### config.mk
export PLATFORM = sky130hd
export DESIGN_NAME = mux_nway_stream
export DESIGN_NICKNAME = d
export VERILOG_FILES = /design/src/rtl/mux_nway_stream_pkg.sv /design/src/rtl/mux_nway_stream_rr.sv /design/src/rtl/mux_nway_stream.sv
export SDC_FILE = /design/constraint.sdc
export NUM_CORES = 1
export LEC_CHECK = 0
export CAP_MARGIN = 20
export CELL_PAD_IN_SITES_DETAIL_PLACEMENT = 1
export CELL_PAD_IN_SITES_GLOBAL_PLACEMENT = 1
export CORE_MARGIN = 5
export CORE_UTILIZATION = 28
export DETAILED_ROUTE_END_ITERATION = 16
export GPL_ROUTABILITY_DRIVEN = 1
export PLACE_DENSITY = 0.9
export SYNTH_ARGS = -nofsm -noshare
export SYNTH_HDL_FRONTEND = slang
export SYNTH_SLANG_ARGS = --single-unit
### constraint.sdc
create_clock -name clk -period 4.5 [get_ports clk]
set_input_delay 0.45 -clock clk [delete_from_list [all_inputs] [get_ports clk]]
set_output_delay 0.45 -clock clk [all_outputs]
set_load 0.02 [all_outputs]
### src/rtl/mux_nway_stream_pkg.sv
// mux_nway_stream_pkg: selection mode encodings and index helpers shared by the stream mux
package mux_nway_stream_pkg;

    localparam logic MODE_SEL = 1'b0;
    localparam logic MODE_RR  = 1'b1;

    function automatic int wrap_inc(input int i, input int n);
        return (i + 1) % n;
    endfunction

endpackage

### src/rtl/mux_nway_stream_rr.sv
// rr_arbiter: combinational round-robin search for the first requester at or after ptr
module rr_arbiter
    import mux_nway_stream_pkg::*;
#(
    parameter int NWAY = 8,
    parameter int SELW = $clog2(NWAY)
) (
    input  logic [NWAY-1:0] req,
    input  logic [SELW-1:0] ptr,
    output logic [SELW-1:0] grant,
    output logic            grant_valid
);

    logic [SELW-1:0] cand [NWAY];

    for (genvar c = 0; c < NWAY; c++) begin : g_cand
        assign cand[c] = SELW'((int'(ptr) + c) % NWAY);
    end

    // Scanning from the far end lets the nearest requester overwrite the rest.
    always_comb begin
        grant       = '0;
        grant_valid = 1'b0;
        for (int k = NWAY - 1; k >= 0; k--) begin
            if (req[cand[k]]) begin
                grant       = cand[k];
                grant_valid = 1'b1;
            end
        end
    end

endmodule

### src/rtl/mux_nway_stream.sv
// mux_nway_stream: N-way valid/ready mux with explicit or round-robin select and one registered output stage
module mux_nway_stream
    import mux_nway_stream_pkg::*;
#(
    parameter int WIDTH = 16,
    parameter int NWAY  = 8,
    parameter int SELW  = $clog2(NWAY)
) (
    input  logic                  clk,
    input  logic                  rst_n,
    input  logic                  mode,
    input  logic [SELW-1:0]       sel,
    input  logic [NWAY*WIDTH-1:0] in_data,
    input  logic [NWAY-1:0]       in_valid,
    output logic [NWAY-1:0]       in_ready,
    output logic [WIDTH-1:0]      out_data,
    output logic [SELW-1:0]       out_chan,
    output logic                  out_valid,
    input  logic                  out_ready
);

    localparam int NPAD = 1 << SELW;

    logic [WIDTH-1:0] chan [NWAY];
    logic [NPAD-1:0]  valid_pad;
    logic [SELW-1:0]  rr_ptr, arb_grant, grant;
    logic             arb_valid, grant_valid, can_load, take;

    for (genvar c = 0; c < NWAY; c++) begin : g_chan
        assign chan[c] = in_data[c*WIDTH +: WIDTH];
    end

    // Zero padding makes any sel beyond NWAY-1 read as "not valid".
    assign valid_pad = NPAD'(in_valid);

    rr_arbiter #(.NWAY(NWAY)) u_arb (
        .req        (in_valid),
        .ptr        (rr_ptr),
        .grant      (arb_grant),
        .grant_valid(arb_valid)
    );

    always_comb begin
        can_load    = !out_valid || out_ready;
        grant       = mode == MODE_RR ? arb_grant : sel;
        grant_valid = mode == MODE_RR ? arb_valid : valid_pad[sel];
        take        = rst_n && can_load && grant_valid;
        in_ready    = take ? NWAY'(1) << grant : '0;
    end

    always_ff @(posedge clk) begin
        if (!rst_n) begin
            out_valid <= 1'b0;
            out_data  <= '0;
            out_chan  <= '0;
            rr_ptr    <= '0;
        end else if (take) begin
            out_valid <= 1'b1;
            out_data  <= chan[grant];
            out_chan  <= grant;
            if (mode == MODE_RR) rr_ptr <= SELW'(wrap_inc(int'(grant), NWAY));
        end else if (out_ready) begin
            out_valid <= 1'b0;
        end
    end

endmodule

; Word level (Yosys, flattened, before mapping)
; Cells that the tools add are included.
[classes]
shift = 1
bitwise_logic = 1
muxes = 42
addsub = 8
n_reduce_logical = 6
n_lt_le_gt_ge = 10
[op_table]
columns = operator, count
row1 = binary-select mux 16 bit (select 3 bit), 1
row2 = "< comparator 3 x 4 -> 1 bit, second input constant", 9
row3 = 2-to-1 mux 16 bit, 2
row4 = binary-select mux 1 bit (select 3 bit), 9
row5 = 2-to-1 mux 3 bit, 9
row6 = 2-to-1 mux 1 bit, 20
row7 = "adder 3 bit, second input constant", 4
row8 = 2-to-1 mux 8 bit, 1
row9 = "<< shifter 1 x 3 -> 8 bit, first input constant", 1
row10 = "adder 3 x 1 -> 3 bit, second input constant", 2
row11 = "adder 3 x 2 -> 3 bit, second input constant", 2
row12 = ">= comparator 4 bit, second input constant", 1
row13 = NOT 3 -> 4 bit, 1
row14 = logical AND 1 bit, 2
row15 = AND reduction 2 bit, 1
row16 = nonzero test 2 bit, 1
row17 = zero test 1 bit, 1
row18 = logical OR 1 bit, 1
[word_totals]
ff_bits = 23
in_bits = 143
output_inout_bits = 28

; Longest topological paths before layout
[depth]
ltp_word = 16
depth_mapped = 17
ltp_nobuf = 12

; Modules after synthesis
; A second synthesis with hierarchy kept.
[unflattened]
cells_unflattened = 443
area_unflattened_um2 = 2975.4
[modules_own_cells]
columns = module, cells_per_inst, n_inst, area_each_um2
row1 = mux_nway_stream, 353, 1, 2193.4
row2 = rr_arbiter, 90, 1, 782.0

; Least setup slack after synthesis
; Ideal clock, no wire load.
[synth_timing]
path_type = reg-to-output
from = register rr_ptr[0]
to = output port in_ready[4]
t_arrival_ns = 3.570
required_time_ns = 4.050
setup_slack_ns = 0.480
stages_incl_launch_ff = 15
n_path_buf = 5
cell_sequence = dfxtp_1 > buf_6 > inv_1 > clkbuf_1 > ha_1 > buf_2 > mux2_2 > mux4_2 > nand2b_1 > nand2_1 > o2111ai_1 > a221oi_2 > buf_6 > buf_6 > nor4_1
[synth_via]
elab_chain_len = 14
word_cells_on_any_way = 44
[synth_lines]
columns = element, line_no
row1 = start: declaration, mux_nway_stream.sv:26  ; logic [SELW-1:0] rr_ptr, arb_grant, grant;
row2 = start signal: assignment, mux_nway_stream.sv:61  ; if (mode == MODE_RR) rr_ptr <= SELW'(wrap_inc(int'(grant), NWAY));
row3 = adder 3 bit, mux_nway_stream_rr.sv:17  ; assign cand[c] = SELW'((int'(ptr) + c) % NWAY);
row4 = binary-select mux 1 bit (select 3 bit), mux_nway_stream_rr.sv:25  ; if (req[cand[k]]) begin
row5 = 2-to-1 mux 1 bit (implied by the code), mux_nway_stream_rr.sv:25
row6 = 2-to-1 mux 3 bit / 2-to-1 mux 1 bit (equally long branches) (8 in series), mux_nway_stream_rr.sv:25
row7 = 2-to-1 mux 3 bit / 2-to-1 mux 1 bit (equally long branches), "mux_nway_stream.sv:45, mux_nway_stream.sv:46"
row8 = << shifter 1 x 3 -> 8 bit / logical AND 1 bit (equally long branches), "mux_nway_stream.sv:48, mux_nway_stream.sv:47"
row9 = 2-to-1 mux 8 bit (*), mux_nway_stream.sv:48  ; in_ready = take ? NWAY'(1) << grant : '0;
row10 = end: declaration, mux_nway_stream.sv:15  ; output logic [NWAY-1:0] in_ready,
; Mark *: on every way between the ends. The rest lies on a longest branch, timed or not. The select of a mux whose other input is x is not followed.

; Worst setup path in the final report
[layout_timing]
from = register rr_ptr[1]
to = output port in_ready[6]
; Same word-level chain as after synthesis.

==> results.toml <==
[clocking]
hold_buffers = 0
cts_made_buffers = 3
clk_pin_slew_ps = 90
htree_levels = 1
cts.sinks = 23
root_buffer = "clkbuf_8"
cts_tree = "done"
clk_latency_ps = 260
clockBufferDepth = 2

[grt]
grt_max_degree = 31
grt_pass1_wl_microns = 20200
grt.overflow.total = 0
grt_usage_pct = 19.2
grt_pass1_vias = 3749
antenna_found_initial = 0

[run_status]
status = "complete, no violations"

[critical_path]
arrival_ps = 3840
cp-end-kind = "primary output"
worstPathMaxFanout = 6
worstPathRequired_ps = 4050
start_kind = "flip-flop"
crit_type = "flip-flop to primary output"

[place]
port_buffers = 170
place.gp.congestion = 0.969
place_ws_ps = 197
placed_cell_area_sq_um = 4940
post-place-cells = 628
dp_hpwl_microns = 11000

[logic_synthesis]
synth_fp_nets = 468
async_flop_share_pct = 0
yosysSeqAreaShare_pct = 14.9
ys_ff_latch = 23
synth_ff_type = "dfxtp_1"
syn_area_per_cell_sq_um = 9.60
synth_edf_count = 0
synth_top_cell_by_area = "dfxtp_1"
synth-warning-count = 0
synth_area_leaders = "dfxtp_1, mux2i_1, mux2_2"
synth_area_sq_um = 3090
postSynthCellCount = 322
yosysTopAreaCellShare_pct = 14.9
synth_cell_types = 59

[timing]
skew_ps = 1.28
fin_crit_sh_pct = 95.3
rsz0062_at_grt = "no"
finalHoldViolations = 0
tns_ps = 0
fin_ws_ps = 213
period_needed_ps = 4290
slew_violations = 0
finalSetupViolCount = 0
fmax_mhz = 233
timing.slew.headroom_pct = 60.8
worst_hold_slack_ps = 519
worst_slew_pin_slew_ps = 586

[route]
drtPass1Iterations = 4
antenna_left = 0
routedWlPerCell_microns = 20.7
vias = 3357
drt_iter0_markers = 198
drc = 0
wl_microns = 13100
via_per_inst = 5.30

[finish]
syn_to_final_growth_pct = 62.8
multi_input_area_sq_um = 2440
final_cells = 633
final_common_cell = "clkdlybuf4s50_1"
seqCellArea_sq_um = 460
nFillCells = 1273
n_antenna_cell = 0
fin_nets = 640
most-common-layout-cells = "clkdlybuf4s50_1, mux2i_1, mux2_2"
postLayoutCellArea_sq_um = 5030
drive_gt1_share_pct = 18.3

[power_and_ir_drop]
powerDensity_nw_per_um2 = 478
ir_drop_mv = 0.292
p_leak_nw = 2.00

[die]
initial_core_util_pct = 28.5
core_sq_um = 10800
die_y_microns = 115
dieArea_sq_um = 13200
rows = 38
io_pins = 171
die_w_microns = 115

[worst_hold_path]
hold_class = "flip-flop to flip-flop"

[run]
maxCapViolCount = 0
[what timing repair did]
| action | 4_1_cts | 5_1_grt |
|---|---|---|
| pin swaps | 1 | 0 |
| buffers inserted | 1 | 0 |
| gates cloned | 0 | 0 |
| resized for setup | 4 | 10 |
| endpoints found under the setup margin | 6 | 6 |
| endpoints found under the hold margin | 0 | 0 |
[critical path, stage by stage, from the launching register on]
cell           delay, ps
dfxtp_1              370
inv_1                 80
ha_2                 410
buf_4                180
mux2_2               400
mux4_2               550
o221ai_2             260
a311o_1              210
a41oi_4              180
buf_4                220
nor3_4               190
and2_1               160
dlygate4sd2_1        350
[cell type report]
class	count	area share [%]
Clock buffer	4	0.895
Inverter	7	0.522
Multi-Input combinational cell	267	48.6
Sequential cell	23	9.15
Tap cell	140	3.48
Timing Repair Buffer	192	37.4
[power by group]
group | internal [mW] | switching, mW
Combinational | 0.955 | 0.979
Sequential | 0.288 | 0.0528
Clock | 0.0632 | 0.0694
[through the flow]
stage	total power, mW	utilization [%]
final	2.41	46.4
after global routing	2.58	46.4
after CTS	2.40	46.1
after detailed placement	2.24	45.6
after global placement	2.19	45.6
after floorplan	1.69	-
[path summary, 6_finish.rpt]
check,end,from,depth (start not counted),slack (ps)
worst min register to register,out_data[3],out_data[3],2,520
worst max register to register,out_data[12],rr_ptr[1],14,460
worst min-delay path,out_data[3],out_data[3],2,520
worst max-delay path,in_ready[6],rr_ptr[1],12,210
[cells by family after synthesis]
group | count (synthesis) | share of synthesized area (%)
muxes | 101 | 40.5
and+or+nand+nor | 95 | 16.2
buffers and inverters | 32 | 7.37
DFF | 23 | 14.9
adders and majority gates | 3 | 1.21
AOI/OAI and AO/OA | 63 | 17.2
xor gates and xnor gates | 5 | 2.63
[synth_stat cells (2+ instances only)]
cell type  number
mux2i_1        46
mux2_2         31
nand2_1        29
dfxtp_1        23
nand3_1        20
a22oi_1        17
o22a_1         16
mux4_2         14
nor2_1         11
nor2b_1        10
buf_2           9
mux2_1          8
inv_1           7
o21ai_0         7
buf_6           6
nor3_1          6
and2_1          5
a21oi_1         3
clkbuf_1        3
ha_1            3
nand2b_1        3
a211oi_1        2
a221oi_1        2
buf_1           2
buf_12          2
buf_4           2
xnor2_1         2
xor2_4          2
[metal layers]
layer | global-route usage (%) | share of wire (%) | up-vias
met1 | 23.8 | 41 | 1615
met5 | 0 | 0 | -
met4 | 5.16 | 2.4 | 0
li1 | - | - | 1583
met3 | 3.63 | 6.6 | 20
met2 | 34.0 | 50 | 139
[state kept, by name, indices dropped and copies added (netlist names)]
| register | count |
|---|---|
| out_data | 16 |
| rr_ptr | 3 |
| out_chan | 3 |
| out_valid | 1 |
No activity file was read; power rests on OpenSTA's default activity.
==> edit 1, RTL diff (same flow settings) <==
`NWAY` is set to 8 in 2 places; all go to 16.
--- a/src/rtl/mux_nway_stream_rr.sv
+++ b/src/rtl/mux_nway_stream_rr.sv
@@ -3,5 +3,5 @@
     import mux_nway_stream_pkg::*;
 #(
-    parameter int NWAY = 8,
+    parameter int NWAY = 16,
     parameter int SELW = $clog2(NWAY)
 ) (
--- a/src/rtl/mux_nway_stream.sv
+++ b/src/rtl/mux_nway_stream.sv
@@ -4,5 +4,5 @@
 #(
     parameter int WIDTH = 16,
-    parameter int NWAY  = 8,
+    parameter int NWAY  = 16,
     parameter int SELW  = $clog2(NWAY)
 ) (
Ports: changed (5 resized); port bits go from 171 to 317. No check against the original RTL was run, so the function may have changed too.
==> edit 1 against the unedited design <==
The run now ends with setup timing left; setup slack got worse by 0.39 ns; wire length grew to 3.4 times the old value; sequential cell count is 2 higher; design area increased by 130%; critical path depth rose by 4; synthesized area is 94% higher; total power is 63% higher; first-iteration DRC count rose to 4.2 times the old value; highest routed layer is now met5.
==> edit 1: results (changes against the unedited design) <==
| Metric | Value |
|---|---|
| Vias in the first global route | 9509 (+150%) |
| Share of layout cells above drive strength 1 | 0.346 (+0.163) |
| Setup-failing EPs final | 29 (+29) |
| Cells after Synth | 763 (+140%) |
| Pre-CTS setup slack | -0.442 ns (-0.639 ns) |
| Total track usage | 0.318 (+0.126) |
| Grt met2 use | 0.550 (+0.210) |
| Clk_lat worst skew | 0.28 ns (+0.02 ns) |
| DRT Wirelength | 43900 um (+240%) |
| Biggest regs | out_data (16), out_chan (4), rr_ptr (4) |
| Placed Area | 10800 um^2 (+120%) |
| PnR worst setup slack | -0.179 ns (-0.393 ns) |
| Crit path arrival time | 4.23 ns (+0.39 ns) |
| Cell leakage power | 4.43 nW (+120%) |
| Worst Clk Skew | 0.0161 ns (+0.0149 ns) |
| Post-synthesis adder-cell area fraction | 0.0167 (+0.00452) |
| First-pass GRT wire length | 59100 um (+190%) |
| Multiplexer share of the synthesized area | 0.368 (-0.0371) |
| RePlAce Congestion | 0.982 (+1.3%) |
| P_int | 2.00 mW (+53%) |
| CTS root buffer | clkbuf_16 |
| Violated checks | setup timing |
| Clock power share | 0.058 (+0.003) |
| Worst slew pin tran | 0.861 ns (+0.275 ns) |
| Setup TNS | -3.09 ns (-3.09 ns) |
| Met3 Resource Use GR | 0.0763 (+0.0400) |
| Routed WL per cell | 29.5 um (+42%) |
| Most common library cells after synthesis | nand3_1 (94), mux2_2 (73), o21ai_0 (71), mux2i_1 (57), nand2_1 (54) |
| Top post-synthesis cells by area | mux2_2 (14%), mux4_2 (12%), mux2i_1 (9.5%) |
| Post-detail-place hpwl | 33700 um (+210%) |
| Compound-cell area share of the yosys netlist | 0.253 (+0.0805) |
| Worst-path clk slew | 0.07 ns (-0.02 ns) |
| Status | complete, but fails checks |
| Vias per cell | 6.21 (+17%) |
| Drt first pass iters | 5 (+1) |
[edit 1: cell count changes after synthesis, sizes merged, moves of 26 or more]
cell    delta
clkbuf    +31
nand2     +26
mux2      +36
o211ai    +41
o21ai     +67
nand3     +73
[edit 1: worst paths after layout]
path                                  start           to  slack (ns)  cells past startpoint
worst max register to register    rr_ptr[0]  out_data[1]       -0.18                     19
worst max-delay path              rr_ptr[0]  in_ready[5]       -0.18                     16
worst min register to register  out_chan[3]  out_chan[3]        0.45                      2
worst min-delay path            out_chan[3]  out_chan[3]        0.45                      2
[edit 1: power by group through the flow]
stage               Clock [mW]  Sequential, mW  Combinational, mW
floorplan                    0           0.412               1.41
global placement             0           0.343               2.74
detailed placement           0           0.351               2.82
CTS                      0.227           0.347               2.97
global route             0.235           0.364               3.47
finish                   0.228           0.360               3.34
[edit 1: cell type report]
class,instances,area [um^2]
Tap cell,275,344
Clock buffer,3,75.1
Timing Repair Buffer,514,4920
Fill cell,2424,9430
Multi-Input combinational cell,652,5730
Sequential cell,25,502
Inverter,17,75.1
Clock inverter,1,8.76
Antenna cell,2,5.00
[edit 1: routing by layer]
| layer | vias up | share of wire | routed length (um) |
|---|---|---|---|
| met1 | 4492 | 0.35 | 15500 |
| met4 | 4 | 0.070 | 3060 |
| met5 | - | 0.00059 | 26 |
| met3 | 201 | 0.094 | 4140 |
| li1 | 3923 | - | - |
| met2 | 624 | 0.48 | 21100 |
[edit 1: logic make-up (layout without fill, tap and decap cells)]
group	after synthesis	count (layout)
buffers and inverters	86	535
DFF	25	25
other	0	2
muxes	168	168
AOI/OAI and AO/OA	225	225
and+or+nand+nor	240	240
xor gates and xnor gates	11	11
adders and majority gates	8	8
[edit 1: what timing repair did]
action | in CTS | in global routing
cloned | 0 | 3
pin swaps | 11 | 20
buffers inserted | 13 | 13
setup endpoints to repair | 32 | 32
gates resized for setup | 91 | 96
[edit 1: worst max-delay path, cell delays in order, from the launching register on]
cell and delay, ns:
dfxtp_2 0.36, clkinvlp_4 0.11, ha_4 0.38, buf_4 0.15, buf_4 0.12, mux2i_1 0.09, mux4_2 0.56, mux2i_4 0.29
a221o_1 0.23, a221o_1 0.18, nand4_1 0.20, o211ai_1 0.36, nand2_2 0.20, buf_4 0.19, buf_4 0.17, nor3_4 0.22
buf_6 0.15
==> edit 2, RTL diff (same settings) <==
Made on the original files. Reset style: asynchronous (`rst_n`), changed in one clocked block.
--- a/src/rtl/mux_nway_stream.sv
+++ b/src/rtl/mux_nway_stream.sv
@@ -49,5 +49,5 @@
     end
 
-    always_ff @(posedge clk) begin
+    always_ff @(posedge clk or negedge rst_n) begin
         if (!rst_n) begin
             out_valid <= 1'b0;
Formal check against the unedited RTL: differs if rst_n is asserted again (counterexample within 4 cycles, from zero or initial values and one cycle with rst_n low); with rst_n held inactive, the same outputs for 4 cycles.
==> edit 2 against the unedited design <==
Setup slack worse by 0.036 ns; design area decreased by 0.20%; total power rose by 53%; clock skew increased by 0.011 ns; core utilization shrank 0.092 points; global-route usage about the same; synthesized area grew 0.40%; wire length rose by 1.1%; via count rose by 4.7%; sequential cell count is the same; largest cell class unchanged; largest power group unchanged.
==> edit 2: results (changes against the unedited design) <==
| Metric | Value |
|---|---|
| CP endpoint | in_ready[7] |
| Crit path arrival time | 3.87 ns (+0.03 ns) |
| Grt met2 use | 0.348 (+0.00810) |
| First-pass GRT wire length | 20100 um (-0.71%) |
| Placed Area | 4920 um^2 (-0.41%) |
| Main synth FF type | dfrtp_1 |
| Maximum vdd drop | 404 uV (+38%) |
| DRT iter0 DRCs | 159 (-20%) |
| Reg2reg end | out_data[11] |
| Area share of xor/xnor cells in the synthesized design | 0.0141 (-0.0122) |
| Most common library cells after synthesis | mux2i_1 (76), nand2_1 (50), dfrtp_1 (23), o21ai_1 (20), a32oi_1 (17) |
| Routed WL per cell | 20.7 um (+0.10%) |
| Vias per cell | 5.50 (+3.8%) |
| Unique cell type count in the Yosys netlist | 60 (+1.7%) |
| Post-detail-place hpwl | 10800 um (-2.2%) |
| Status | finished clean |
| Pre-CTS setup slack | 0.0893 ns (-0.107 ns) |
| Sequential fraction of the synthesis area | 0.185 (+0.0365) |
| Crit-path max FO | 9 (+3) |
| Post-CTS setup buffer count | 0 (-1) |
| RePlAce Congestion | 0.954 (-1.5%) |
| Vias in the first global route | 3807 (+1.5%) |
| Syn Area/Cell | 9.32 um^2 (-2.9%) |
| Final nets | 646 (+0.94%) |
| Largest net degree at the start of global routing | 47 (+52%) |
| Top post-synthesis cells by area | mux2i_1 (25%), dfrtp_1 (19%), mux4_2 (10%) |
| Reg2reg path depth | 13 (-1) |
| Total track usage | 0.192 (about the same) |
| Top delay family on crit path | buffers and inverters |
| Cell leakage power | 2.13 nW (+6.5%) |
| Worst path max stage delay | 0.53 ns (-0.02 ns) |
| WHS Endpoint | out_chan[0] |
| Compound-cell area share of the yosys netlist | 0.215 (+0.0428) |
| Reg2reg start | rr_ptr[1] |
| Met3 Resource Use GR | 0.0521 (+0.0158) |
| Synth async-reset ratio | 1.00 (+1.00) |
[edit 2: cell count changes in the layout (fill, tap and decap cells not counted), moves of 7 or more]
cell	unedited run	this run
dfxtp_1	23	0
dfrtp_1	0	23
nor2b_1	10	3
a22oi_1	17	2
mux2i_1	44	75
nand3_1	20	3
nand2_1	29	50
a32oi_1	0	17
mux2_2	31	2
o21ai_1	0	19
[edit 2: report_power, final]
part	total [mW]	leakage [nW]	internal, mW	switching [mW]
combinational	3.14	1.82	1.42	1.72
sequential	0.393	0.282	0.307	0.0864
clock	0.146	0.0255	0.0623	0.0837
[edit 2: layout make-up]
type | instances | area (um^2)
clock inverter | 1 | 5.00
sequential | 23 | 576
fill | 1251 | 5820
tap | 140 | 175
timing repair buffer | 189 | 1860
multi-input combinational | 277 | 2340
inverter | 6 | 22.5
clock buffer | 3 | 41.3
[edit 2: metal layers]
metal	routed length (um)	vias up
met4	221	0
met5	0	-
li1	-	1622
met1	5100	1714
met3	1260	14
met2	6650	166
